===== src/rtl/rr_select_arb.sv =====
// Round-robin arbiter producing a registered select index and one-hot grant
// for a SIZE-input mux; grants are sticky until acknowledged.
module rr_select_arb #(
    parameter int SIZE = 4,
    parameter int BITS = 2
) (
    input  logic            clk,
    input  logic            rst,
    input  logic [SIZE-1:0] req,
    input  logic            ack,
    output logic            grant_valid,
    output logic [BITS-1:0] grant_sel,
    output logic [SIZE-1:0] grant_onehot
);

    typedef enum logic {
        IDLE  = 1'b0,
        GRANT = 1'b1
    } state_t;

    state_t          state_q, state_d;
    logic [BITS-1:0] sel_q, sel_d;
    logic [SIZE-1:0] oh_q, oh_d;
    logic [BITS-1:0] ptr_q, ptr_d;

    logic [BITS-1:0] ptr_inc;
    logic [BITS-1:0] arb_base;
    logic            win_found;
    logic [BITS-1:0] win_idx;
    logic            accept;

    assign accept = (state_q == GRANT) && ack;

    // Pointer advance wraps at SIZE-1, not at the natural width of the index.
    assign ptr_inc  = (int'(sel_q) == SIZE - 1) ? '0 : sel_q + BITS'(1);
    assign arb_base = accept ? ptr_inc : ptr_q;

    always_comb begin : arb_scan
        int idx;
        win_found = 1'b0;
        win_idx   = '0;
        idx       = 0;
        for (int i = 0; i < SIZE; i++) begin
            idx = int'(arb_base) + i;
            if (idx >= SIZE) idx = idx - SIZE;
            if (!win_found && req[idx]) begin
                win_found = 1'b1;
                win_idx   = BITS'(idx);
            end
        end
    end

    always_comb begin
        state_d = state_q;
        sel_d   = sel_q;
        oh_d    = oh_q;
        ptr_d   = ptr_q;
        case (state_q)
            IDLE: begin
                if (win_found) begin
                    state_d = GRANT;
                    sel_d   = win_idx;
                    oh_d    = SIZE'(1) << win_idx;
                end
            end
            GRANT: begin
                if (ack) begin
                    ptr_d = ptr_inc;
                    if (win_found) begin
                        sel_d = win_idx;
                        oh_d  = SIZE'(1) << win_idx;
                    end else begin
                        state_d = IDLE;
                        oh_d    = '0;
                    end
                end
            end
            default: state_d = IDLE;
        endcase
    end

    always_ff @(posedge clk) begin
        if (rst) begin
            state_q <= IDLE;
            sel_q   <= '0;
            oh_q    <= '0;
            ptr_q   <= '0;
        end else begin
            state_q <= state_d;
            sel_q   <= sel_d;
            oh_q    <= oh_d;
            ptr_q   <= ptr_d;
        end
    end

    assign grant_valid  = (state_q == GRANT);
    assign grant_sel    = sel_q;
    assign grant_onehot = oh_q;

endmodule


===== config.mk =====
export PLATFORM = sky130hd
export DESIGN_NAME = rr_select_arb
export DESIGN_NICKNAME = d
export VERILOG_FILES = /design/src/rtl/rr_select_arb.sv
export SDC_FILE = /design/constraint.sdc
export NUM_CORES = 1
export LEC_CHECK = 0
export BUFFER_PORTS_ARGS = -buffer_cell sky130_fd_sc_hd__buf_2
export CORE_MARGIN = 2
export CORE_UTILIZATION = 35
export CTS_CLUSTER_SIZE = 25
export DETAILED_ROUTE_END_ITERATION = 8
export GPL_ROUTABILITY_DRIVEN = 0
export PLACE_DENSITY = 0.58
export SETUP_SLACK_MARGIN = 0.4
export SYNTH_ARGS = -nofsm -noshare
export SYNTH_HDL_FRONTEND = slang
export SYNTH_SLANG_ARGS = --single-unit

===== constraint.sdc =====
create_clock -name clk -period 4.9 [get_ports clk]
set_clock_uncertainty 0.1 [all_clocks]
set_input_delay 0.49 -clock clk [delete_from_list [all_inputs] [get_ports clk]]
set_output_delay 0.49 -clock clk [all_outputs]
set_load 0.02 [all_outputs]

# --- Word level (Yosys, flattened, before mapping) ---
# Index checks and enable logic that the tools add are counted.
totals:
  mem_count: 0
  mem_bits_rw: 0
  mem_bits_ro: 0
  latchBits: 0
  regBits: 9
classes:
  add_sub_neg: 8
  mul: 0
  n_div: 0
  n_reduce_logical: 9
  n_eq_ne: 3
  bitwise_logic: 1
  order_cmp: 8
  n_mux: 36
  shift: 1
ops:
  columns: ["operator", "count"]
  rows:
  - ["32-bit by 4-bit < comparator with 1-bit output, second input constant", 4]
  - ["32-bit two-way mux", 4]
  - ["2-bit two-way mux", 8]
  - ["1-bit two-way mux", 14]
  - ["4-bit two-way mux", 3]
  - ["3-bit by 3-bit subtractor with 4-bit output, second input constant", 3]
  - ["3-bit greater-or-equal comparator, second input constant", 3]
  - ["1-bit binary-select mux with 2-bit select", 4]
  - ["4-bit one-hot mux with 2 select lines", 1]
  - ["2-bit by 2-bit adder with 3-bit output, second input constant", 2]
  - ["1-bit logical AND", 4]
  - ["2-bit inequality test, second input constant", 2]
  - ["2-bit one-hot mux with 2 select lines", 1]
  - ["2-bit AND reduction", 2]
  - ["1-bit by 2-bit left shift with 4-bit output, first input constant", 1]
  - ["2-bit by 3-bit subtractor with 4-bit output, second input constant", 1]
  - ["2-bit by 1-bit adder with 3-bit output, second input constant", 1]
  - ["2-bit by 3-bit greater-or-equal comparator with 1-bit output, second input constant", 1]
  - ["1-bit zero test", 3]
  - ["2-bit by 1-bit adder with 2-bit output, second input constant", 1]
  - ["2-bit by 1-bit equality test with 1-bit output, second input constant", 1]
  - ["1-bit one-hot mux with 2 select lines", 1]
  - ["1-bit inverter", 1]

# --- Depth between registers and ports, before layout ---
# Gate-level depths: netlist (run 1).
depth:
  word_depth: 22
  depth_mapped: 7

# --- Worst setup path before layout (run 1) ---
# OpenSTA, ideal clock, no wires.
synth_path:
  path_type: "register -> register"
  from: "register sel_q[0], in the netlist grant_sel[0]"
  to: "register oh_q[1], in the netlist grant_onehot[1]"
  setup_ns: 0.070
  path_stages_with_launch: 7
  setup_slack_ns: 2.799
  required_ns: 4.730
  t_arrival_ns: 1.931
  path_cell_list: "dfxtp_1 -> ha_1 -> mux2i_2 -> or4_4 -> and3_4 -> or3_1 -> a21oi_1"
synth_between:
  elab_chain_cells: 22
  elab_cells_between_ends: 52
  classes_between: "8 x add/sub; 4 x order compare; 2 x eq/ne; 1 x shift; 30 x mux; 7 x reduce/logical"
synth_lines:
  columns: ["item", "line", "rtl"]
  rows:
  - ["from (decl)", "22", "logic [BITS-1:0] sel_q, sel_d;"]
  - ["from (signal assigned)", "90", "sel_q <= sel_d;"]
  - ["2-bit by 1-bit adder with 2-bit output or 2-bit by 1-bit equality test with 1-bit output (tied branches)", "35", "assign ptr_inc = (int'(sel_q) == SIZE - 1) ? '0 : sel_q + BITS'(1);"]
  - ["2-bit two-way mux (*)", "35", null]
  - ["net ptr_inc[1]", "26", "logic [BITS-1:0] ptr_inc;"]
  - ["2-bit two-way mux (*)", "36", "assign arb_base = accept ? ptr_inc : ptr_q;"]
  - ["branches (longest 19 deep; another with 3-bit by 3-bit subtractor with 4-bit output)", null, null]
  - ["to (signal assigned)", "91", "oh_q <= oh_d;"]
  - ["to (decl)", "23", "logic [SIZE-1:0] oh_q, oh_d;"]
# Mark *: on every way through the listed nets, which the timed path passes. The select of a mux whose other input is x is not followed.
# A chain may end at the register's enable or synchronous reset.

# --- Worst setup path in the final report (run 1) ---
layout_path:
  from: "register sel_q[0], in the netlist grant_sel[0]"
  to: "register oh_q[3], in the netlist grant_onehot[3]"
# The elaborated chain is that of the path after synthesis.

==> impl_metrics.tcl, run 1 <==
set metrics [dict create \
    initialDrtViolationCount 6 \
    totalWireLength_um 940 \
    io_pins 14 \
    status "finished clean" \
    holdBufCountCts 0 \
    initial_core_util 0.370 \
    fillers 139 \
    dp_hpwl_um 727 \
    r2r_end "grant_onehot[3]" \
    grt_max_degree 10 \
    final_nets 81 \
    p_int_w 0.000128 \
    diodes 0 \
    comb_power_share 0.233 \
    relSlewSlack 0.712 \
    antenna_found_initial 0 \
    synth_area_um2 469 \
    crit_path_start_kind "flip-flop" \
    die_h_um 40.6 \
    hold_viol_final 0 \
    maxCapViolCount 0 \
    ctsRootBufferMaster "clkbuf_4" \
    min_from "grant_onehot[3]" \
    fin_setup_tns_ns 0 \
    seq_area_frac_synth 0.384 \
    max_freq_mhz 474 \
    r2r-start "grant_sel[0]" \
    fin_util 0.454 \
    grt_usage 0.146 \
    rrSetupSlack_ns 2.79 \
    cts_tree "yes" \
    cp-startpoint "grant_sel[0]" \
    dieArea_um2 1650 \
    ir_drop_mv 0.111 \
    required_ns 4.99 \
    core_um2 1270 \
    synth_nets 64 \
    worst-path-buf-inv 0 \
    rows 13 \
    die_w_um 40.6 \
    synth_cell_types 24 \
    wire_per_inst_um 10.8 \
    slowest_stage "or3_1" \
    ant_nets 0 \
    stdcell_count 87 \
    first_pass_iters 4 \
    p_switching_w 0.0000537 \
    syn_inst 56 \
    cts_buffers 3 \
    cpPeakStageDelay_ns 0.41 \
    htree_levels 1 \
    cts.sinks 9 \
    syn_area_per_cell_um2 8.38 \
    worstPathCellList "ha_1 > mux2i_2 > mux2i_1 > o211ai_1 > or3_1 > a21oi_1" \
    ys_warn_count 0 \
    cp_top_family "multiplexers" \
    worstSkewPairLatency_ns 0.25 \
    period_share 0.430 \
    r2r_cells 6 \
    cts_setup_buffers 0 \
    path_class "flip-flop to flip-flop" \
    crit_end "grant_onehot[3]" \
    cp_max_fo 6 \
    area_growth_pct 22.7 \
    p_per_area_nw_per_um2 315 \
    leakage_nw 0.270 \
    cts_resized 0 \
    vias 442 \
    setup_viol 0 \
    remaining_drc_errors 0 \
    power_w 0.000182 \
    grt_pass1_vias 387 \
    period_needed_ns 2.11 \
    viasPerCell 5.08 \
    slew_violations 0 \
    switching_share 0.296 \
    clkSlewWorstSetupHoldPaths_ns 0.06 \
    tightest_slew_ns 0.429 \
    cp.depth 6 \
    p_clk_frac 0.314 \
    place_inst 83 \
    power.share.sequential 0.452 \
    cp.arrival_ns 2.20 \
    cp-end-kind "flip-flop" \
    io_buffer_count 13 \
    hold_path_class "flip-flop to flip-flop" \
    cts_buffer_depth 2 \
    drive_above_1_share 0.292 \
    grt_pass1_wl_um 1550 \
    grt.overflow.total 0 \
    rsz0062_at_grt "false" \
    synth_seq_cells 9 \
]
==> cell usage in the layout (no fill, tap or decap), types with 2 or more instances in the layout <==
cell / count
or3_1: 2
inv_1: 3
a31oi_1: 2
nand2_1: 7
clkbuf_4: 3
buf_2: 13
nand3_1: 3
a21oi_1: 5
mux2i_1: 2
dfxtp_1: 9
nor2_1: 6
nand4_1: 2
a2bb2oi_1: 2
==> how the worst min path moves through the flow <==
| stage | end | slack [ns] | cells after the start |
|---|---|---|---|
| final | grant_onehot[3] | 0.35 | 2 |
| after global routing | grant_onehot[2] | 0.38 | 2 |
| after CTS | grant_onehot[3] | 0.35 | 2 |
| after detailed placement | grant_onehot[3] | 0.34 | 2 |
| after global placement | grant_onehot[3] | 0.34 | 2 |
| after floorplan | grant_onehot[1] | 0.43 | 2 |
==> flip-flops by register name, indices dropped and copies added (netlist names) <==
| name | cells |
|---|---|
| ptr_q | 2 |
| grant_onehot | 4 |
| grant_sel | 2 |
| grant_valid | 1 |
==> worst min-delay path: stages (launching register included) <==
cell	delay [ns]
dfxtp_1	0.31
nand2_1	0.05
a21oi_1	0.05
==> layout make-up <==
class                      instances  area [um2]  share of cell area
inverter                           3        11.3              0.0196
multi-input combinational         43         274               0.476
clock buffer                       4        26.3              0.0457
tap                               15        18.8              0.0326
sequential                         9         180               0.313
timing repair buffer              13        65.1               0.113
==> kinds of logic after synthesis <==
group / after synthesis / share of synthesized area
compound gates: 13 / 0.173
fa+ha+maj: 1 / 0.0267
buf+inv: 4 / 0.0320
flops: 9 / 0.384
mux: 3 / 0.0720
simple gates: 26 / 0.312
==> synthesized netlist by cell type <==
cell | count | area (um2)
dfxtp_1 | 9 | 180
nand2_1 | 7 | 26.3
nor2_1 | 6 | 22.5
a21oi_1 | 5 | 25.0
inv_1 | 3 | 11.3
nand3_1 | 3 | 15.0
a2bb2oi_1 | 2 | 17.5
a31oi_1 | 2 | 12.5
mux2i_1 | 2 | 20.0
nand4_1 | 2 | 12.5
or3_1 | 2 | 12.5
a41oi_1 | 1 | 8.76
and3_4 | 1 | 11.3
and3b_2 | 1 | 10.0
buf_1 | 1 | 3.75
ha_1 | 1 | 12.5
mux2i_2 | 1 | 13.8
nand2_4 | 1 | 11.3
nand2b_1 | 1 | 6.26
nor3b_1 | 1 | 7.51
o211ai_1 | 1 | 7.51
o21ai_0 | 1 | 5.00
o21ai_1 | 1 | 5.00
or4_4 | 1 | 11.3
==> stage by stage <==
step	worst slack, ns	hold slack [ns]	area (um2)
after floorplan	2.80	0.430	469
after global placement	2.69	0.338	549
after detailed placement	2.68	0.340	549
after CTS	2.77	0.349	576
after global routing	2.64	0.377	576
final	2.79	0.348	576
==> layer usage <==
| metal | global-route usage | wire, um | vias up |
|---|---|---|---|
| met1 | 0.193 | 476 | 196 |
| met2 | 0.210 | 403 | 10 |
| met5 | 0 | 0 | - |
| met4 | 0.125 | 14 | 0 |
| met3 | 0.0163 | 45 | 2 |
| li1 | - | - | 234 |
==> power by group through the flow <==
stage	clock (W)	sequential, W	combinational [W]
2_1_floorplan	0	0.0000890	0.0000253
3_3_place_gp	0	0.0000837	0.0000428
3_5_place_dp	0	0.0000838	0.0000428
4_1_cts	0.0000581	0.0000822	0.0000429
5_1_grt	0.0000633	0.0000833	0.0000475
6_report	0.0000571	0.0000821	0.0000424
(Power assumes the default switching activity.)
==> run 2, diff against run 1 <==
==> constraint.sdc (replaced) <==
create_clock -name clk -period 2.1 [get_ports clk]
set_clock_uncertainty 0.1 [all_clocks]
set_input_delay 0.21 -clock clk [delete_from_list [all_inputs] [get_ports clk]]
set_output_delay 0.21 -clock clk [all_outputs]
set_load 0.02 [all_outputs]
==> run 2 against run 1 <==
Against the previous run: register-to-register slack worse by 2.7 ns; sequential share of layout area down 3.9 points; cell count up 6.9%.
==> impl_metrics.tcl, run 2 (synthesis results as in run 1) <==
set metrics [dict create \
    status "finished clean" \
    initialDrtViolationCount 11 \
    period_share 0.935 \
    io_buffer_count 13 \
    cpPeakStageDelay_ns 0.49 \
    grt_max_degree 10 \
    area_growth_pct 47.2 \
    antenna_found_initial 0 \
    required_ns 2.20 \
    cp.arrival_ns 2.06 \
    relSlewSlack 0.674 \
    period_needed_ns 1.96 \
    slew_violations 0 \
    drive_above_1_share 0.474 \
    clkSlewWorstSetupHoldPaths_ns 0.06 \
    leakage_nw 0.304 \
    vias 497 \
    grt_pass1_wl_um 1820 \
    cts_tree "yes" \
    grt_pass1_vias 404 \
    cp-end-kind "flip-flop" \
    r2r-start "grant_sel[1]" \
    final_nets 87 \
    fin_setup_tns_ns 0 \
    viasPerCell 5.34 \
    slowest_stage "or4_4" \
    fillers 123 \
    hold_viol_final 0 \
    remaining_drc_errors 0 \
    max_freq_mhz 510 \
    place_ws_ns 0.0772 \
    grt.overflow.total 0 \
    wire_per_inst_um 11.8 \
    htree_levels 1 \
    layout_common_cells "13 x buf_2, 7 x nand2_1, 6 x dfxtp_1, 6 x buf_4, 5 x nor2_1" \
    tightest_slew_ns 0.486 \
    cts.sinks 9 \
    hold_path_class "input pin to flip-flop" \
    hold_path_depth 2 \
    setup_viol 0 \
    seq_area_um2 189 \
    ant_nets 0 \
    dp_hpwl_um 751 \
    largest_reg_flops 4 \
    dieArea_um2 1650 \
    ctsRootBufferMaster "clkbuf_4" \
    worstSkewPairLatency_ns 0.26 \
    initial_core_util 0.370 \
    die_h_um 40.6 \
    setup_slack_ns 0.137 \
    die_w_um 40.6 \
    cp_max_fo 5 \
    ir_drop_mv 0.364 \
    min_from "rst" \
    r2r_end "grant_onehot[1]" \
    final_common_cell "buf_2" \
    multiInputGateArea_um2 335 \
    min_to "grant_onehot[1]" \
    path_class "flip-flop to flip-flop" \
    rows 13 \
    holdBufCountCts 0 \
    rsz0062_at_grt "true" \
    diodes 0 \
    crit_path_start_kind "flip-flop" \
    maxCapViolCount 0 \
    cts_buffers 3 \
    r2r_cells 6 \
    core_um2 1270 \
    grt_usage 0.167 \
    cts_buffer_depth 2 \
    totalWireLength_um 1100 \
    io_pins 14 \
    rrSetupSlack_ns 0.14 \
    worstPathCellList "ha_4 > mux2i_4 > or4_4 > and3_4 > or3_4 > a21oi_2" \
    p_per_area_nw_per_um2 679 \
    first_pass_iters 4 \
]
## run 2: cell types whose count changed in the layout (fill, tap and decap cells not counted), moves of 2 or more
cell / change
dfxtp_4: +2
mux2i_4: +2
dfxtp_1: -3
buf_4: +6
## run 2: layout make-up
cell class	instances	area share
clock buffer	4	0.0380
inverter	3	0.0163
multi-input combinational	43	0.486
sequential	9	0.274
tap	15	0.0272
timing repair buffer	19	0.159
## run 2: worst max-delay path: cells and delay by family (launching register included)
kind,cells,cell delay [ns]
muxes,1,0.08
DFF,1,0.35
AOI/OAI and AO/OA,1,0.11
and+or+nand+nor,3,0.99
adders and majority gates,1,0.27
## run 2: power breakdown
part,switching [W],leakage (nW),total (W),internal (W)
Combinational,0.0000713,0.213,0.000141,0.0000700
Clock,0.0000615,0.0150,0.000135,0.0000733
Sequential,0.00000942,0.0754,0.000193,0.000184
## run 2: worst max-delay path by stage
stage | from | endpoint | cells after the start
2_1_floorplan | grant_sel[0] | grant_onehot[1] | 6
3_3_place_gp | grant_sel[1] | grant_onehot[1] | 7
3_5_place_dp | grant_sel[1] | grant_onehot[1] | 7
4_1_cts | grant_sel[1] | grant_onehot[1] | 6
5_1_grt | grant_sel[1] | grant_onehot[1] | 6
6_report | grant_sel[1] | grant_onehot[1] | 6
## run 2: per-stage QoR
stage / area (um2) / hold slack [ns] / power [W] / utilization / cells
after floorplan: 499 / 0.323 / 0.000274 / - / 56
after global placement: 579 / 0.341 / 0.000303 / 0.457 / 83
after detailed placement: 579 / 0.343 / 0.000304 / 0.457 / 83
after CTS: 661 / 0.120 / 0.000461 / 0.521 / 92
after global routing: 691 / 0.127 / 0.000501 / 0.544 / 93
final: 691 / 0.126 / 0.000469 / 0.544 / 93
## run 2: repair_timing
| item | in CTS | in global routing |
|---|---|---|
| pin swaps | 5 | 2 |
| gates resized for setup | 4 | 4 |
| setup buffers | 5 | 1 |
| setup endpoints to repair | 6 | 6 |
## run 2: layer usage
| metal | up-vias | share of wire | global-route usage | wire (um) |
|---|---|---|---|---|
| met5 | - | 0 | 0 | 0 |
| met4 | 0 | 0.014 | 0.0750 | 15 |
| met3 | 2 | 0.051 | 0.0326 | 56 |
| met2 | 20 | 0.45 | 0.234 | 499 |
| met1 | 221 | 0.48 | 0.243 | 530 |
| li1 | 254 | - | - | - |
==> run 3, diff against run 2 <==
--- a/config.mk
+++ b/config.mk
@@ -5,13 +5,15 @@
 export SDC_FILE = /design/constraint.sdc
 export NUM_CORES = 1
 export LEC_CHECK = 0
+export ABC_AREA = 1
 export BUFFER_PORTS_ARGS = -buffer_cell sky130_fd_sc_hd__buf_2
 export CORE_MARGIN = 2
 export CORE_UTILIZATION = 35
+export CTS_CLUSTER_DIAMETER = 100
 export CTS_CLUSTER_SIZE = 25
 export DETAILED_ROUTE_END_ITERATION = 8
 export GPL_ROUTABILITY_DRIVEN = 0
-export PLACE_DENSITY = 0.58
+export PLACE_DENSITY = 0.54
 export SETUP_SLACK_MARGIN = 0.4
 export SYNTH_ARGS = -nofsm -noshare
 export SYNTH_HDL_FRONTEND = slang
==> run 3 against run 2 <==
Against the previous run: sequential share of layout area decreased by 11 points; routed wire length increased by 79%; worst hold slack got worse by 0.022 ns; non-clock buffer count increased by 5; die area increased by 71%.
==> impl_metrics.tcl, run 3 <==
set metrics [dict create \
    status "finished clean" \
    largest_reg_flops 4 \
    layout_common_cells "25 x nand2_1, 16 x nand2_2, 13 x buf_2" \
    grt_usage 0.159 \
    ir_drop_mv 0.429 \
    final_common_cell "nand2_1" \
    tightest_slew_ns 0.190 \
    remaining_drc_errors 0 \
    totalWireLength_um 1970 \
    holdBufCountCts 0 \
    place_ws_ns 0.137 \
    io_buffer_count 13 \
    rsz0062_at_grt "true" \
    cp.arrival_ns 2.04 \
    setup_slack_ns 0.121 \
    first_pass_iters 4 \
    cp-end-kind "flip-flop" \
    required_ns 2.16 \
    viasPerCell 4.75 \
    p_per_area_nw_per_um2 749 \
    syn_inst 124 \
    cts_tree "yes" \
    period_share 0.942 \
    maxCapViolCount 0 \
    synth_edf_count 0 \
    crit_path_start_kind "flip-flop" \
    cts_buffer_depth 2 \
    synth_seq_cells 9 \
    ys_warn_count 0 \
    slew_violations 0 \
    wire_per_inst_um 11.0 \
    max_freq_mhz 505 \
    fin_setup_tns_ns 0 \
    yosysMostFrequentCell "nand2_1" \
    min_from "rst" \
    core_um2 2250 \
    path_class "flip-flop to flip-flop" \
    vias 855 \
    multiInputGateArea_um2 651 \
    cts_buffers 3 \
    cpPeakStageDelay_ns 0.36 \
    synth_top_area_share 0.213 \
    dp_hpwl_um 1440 \
    rows 17 \
    crit_top_cell "nand2_2" \
    worstPathCellList "ha_4 > inv_4 > o21ai_4 > nand2_1 > nand2_2 > nand2_2 > nand2_4 > nand4_4 > buf_4 > buf_6 > o21ai_1 > inv_1" \
    final_nets 161 \
    htree_levels 1 \
    hold_path_class "input pin to flip-flop" \
    period_needed_ns 1.98 \
    initial_core_util 0.375 \
    ys.flop_type "dfxtp_1" \
    synth_cell_types 21 \
    cp_top_family "simple AND/OR/NAND/NOR gates" \
    leakage_nw 0.576 \
    seq_area_frac_synth 0.213 \
    diodes 0 \
    syn_area_per_cell_um2 6.81 \
    die_h_um 53.1 \
    initialDrtViolationCount 8 \
    grt_max_degree 10 \
    synth_nets 132 \
    clkSlewWorstSetupHoldPaths_ns 0.06 \
    synth.area.top_cells "dfxtp_1 21%, nand2_1 13%, nand2_2 12%, nand2_4 11%, inv_1 6.2%" \
    grt_pass1_vias 769 \
    cts.sinks 9 \
    grt.overflow.total 0 \
    cp-startpoint "grant_sel[0]" \
    fillers 250 \
    synth_largest_area_cell "dfxtp_1" \
    antenna_found_initial 0 \
    setup_viol 0 \
    ant_nets 0 \
    synth_area_um2 845 \
    drive_above_1_share 0.493 \
    worstSkewPairLatency_ns 0.27 \
    slowest_stage "dfxtp_4" \
    io_pins 14 \
    die_w_um 53.1 \
    r2r-start "grant_sel[0]" \
    grt_pass1_wl_um 3280 \
    ctsRootBufferMaster "clkbuf_4" \
    worst-path-buf-inv 4 \
    seq_area_um2 189 \
    async_flop_share 0 \
    relSlewSlack 0.873 \
    yosys-top-cells-count "29 x nand2_1, 16 x nand2_2, 14 x inv_1" \
    power_w 0.000842 \
    dieArea_um2 2820 \
    area_growth_pct 33.0 \
    hold_viol_final 0 \
    cp_max_fo 5 \
]
run 3: path summary, 6_finish.rpt:
path	endpoint	slack, ns	depth (start not counted)
setup / recovery	grant_valid	0.12	12
hold reg to reg	grant_onehot[3]	0.37	2
hold / removal	grant_onehot[0]	0.10	2
setup reg to reg	grant_valid	0.12	12
run 3: where the power goes:
part	internal [W]	leakage, nW	switching (W)	total (W)
Combinational	0.000192	0.485	0.000294	0.000486
Clock	0.0000736	0.0150	0.0000666	0.000140
Sequential	0.000198	0.0755	0.0000182	0.000216
Total	0.000463	0.576	0.000379	0.000842
run 3: repair_timing:
action / 4_1_cts / 5_1_grt
buffers inserted: 7 / 4
setup endpoints to repair: 7 / 7
gates resized for setup: 5 / 6
pin swaps: 10 / 14
run 3: layout make-up:
type | instances | area share
well taps | 28 | 0.0312
repair buffers | 24 | 0.135
flip-flops and latches | 9 | 0.168
clock buffers | 4 | 0.0234
multi-input cells | 98 | 0.579
inverters | 17 | 0.0635
run 3: kinds of logic (layout without fill, tap and decap cells):
logic type,after synthesis,in the layout,share of synthesized area
AO/OA/AOI/OAI,12,12,0.0859
flip-flops,9,9,0.213
adder cells (fa/ha/maj),1,1,0.0148
buffers and inverters,17,45,0.0815
AND/OR/NAND/NOR,85,85,0.604
run 3: metrics by stage:
stage / instance area [um2] / hold WS (ns) / utilization / cells
after floorplan: 876 / 0.179 / - / 124
after global placement: 976 / 0.347 / 0.433 / 165
after detailed placement: 976 / 0.356 / 0.433 / 165
after CTS: 1070 / 0.103 / 0.473 / 176
after global routing: 1120 / 0.109 / 0.498 / 180
final: 1120 / 0.104 / 0.498 / 180
run 3: routing by layer:
metal,GRT usage,wire (um),share of wire,vias to the layer above
met2,0.267,958,0.49,13
met1,0.201,934,0.47,390
met5,0,0,0,-
met3,0.0424,68,0.034,3
li1,-,-,-,449
met4,0.0385,11,0.0056,0
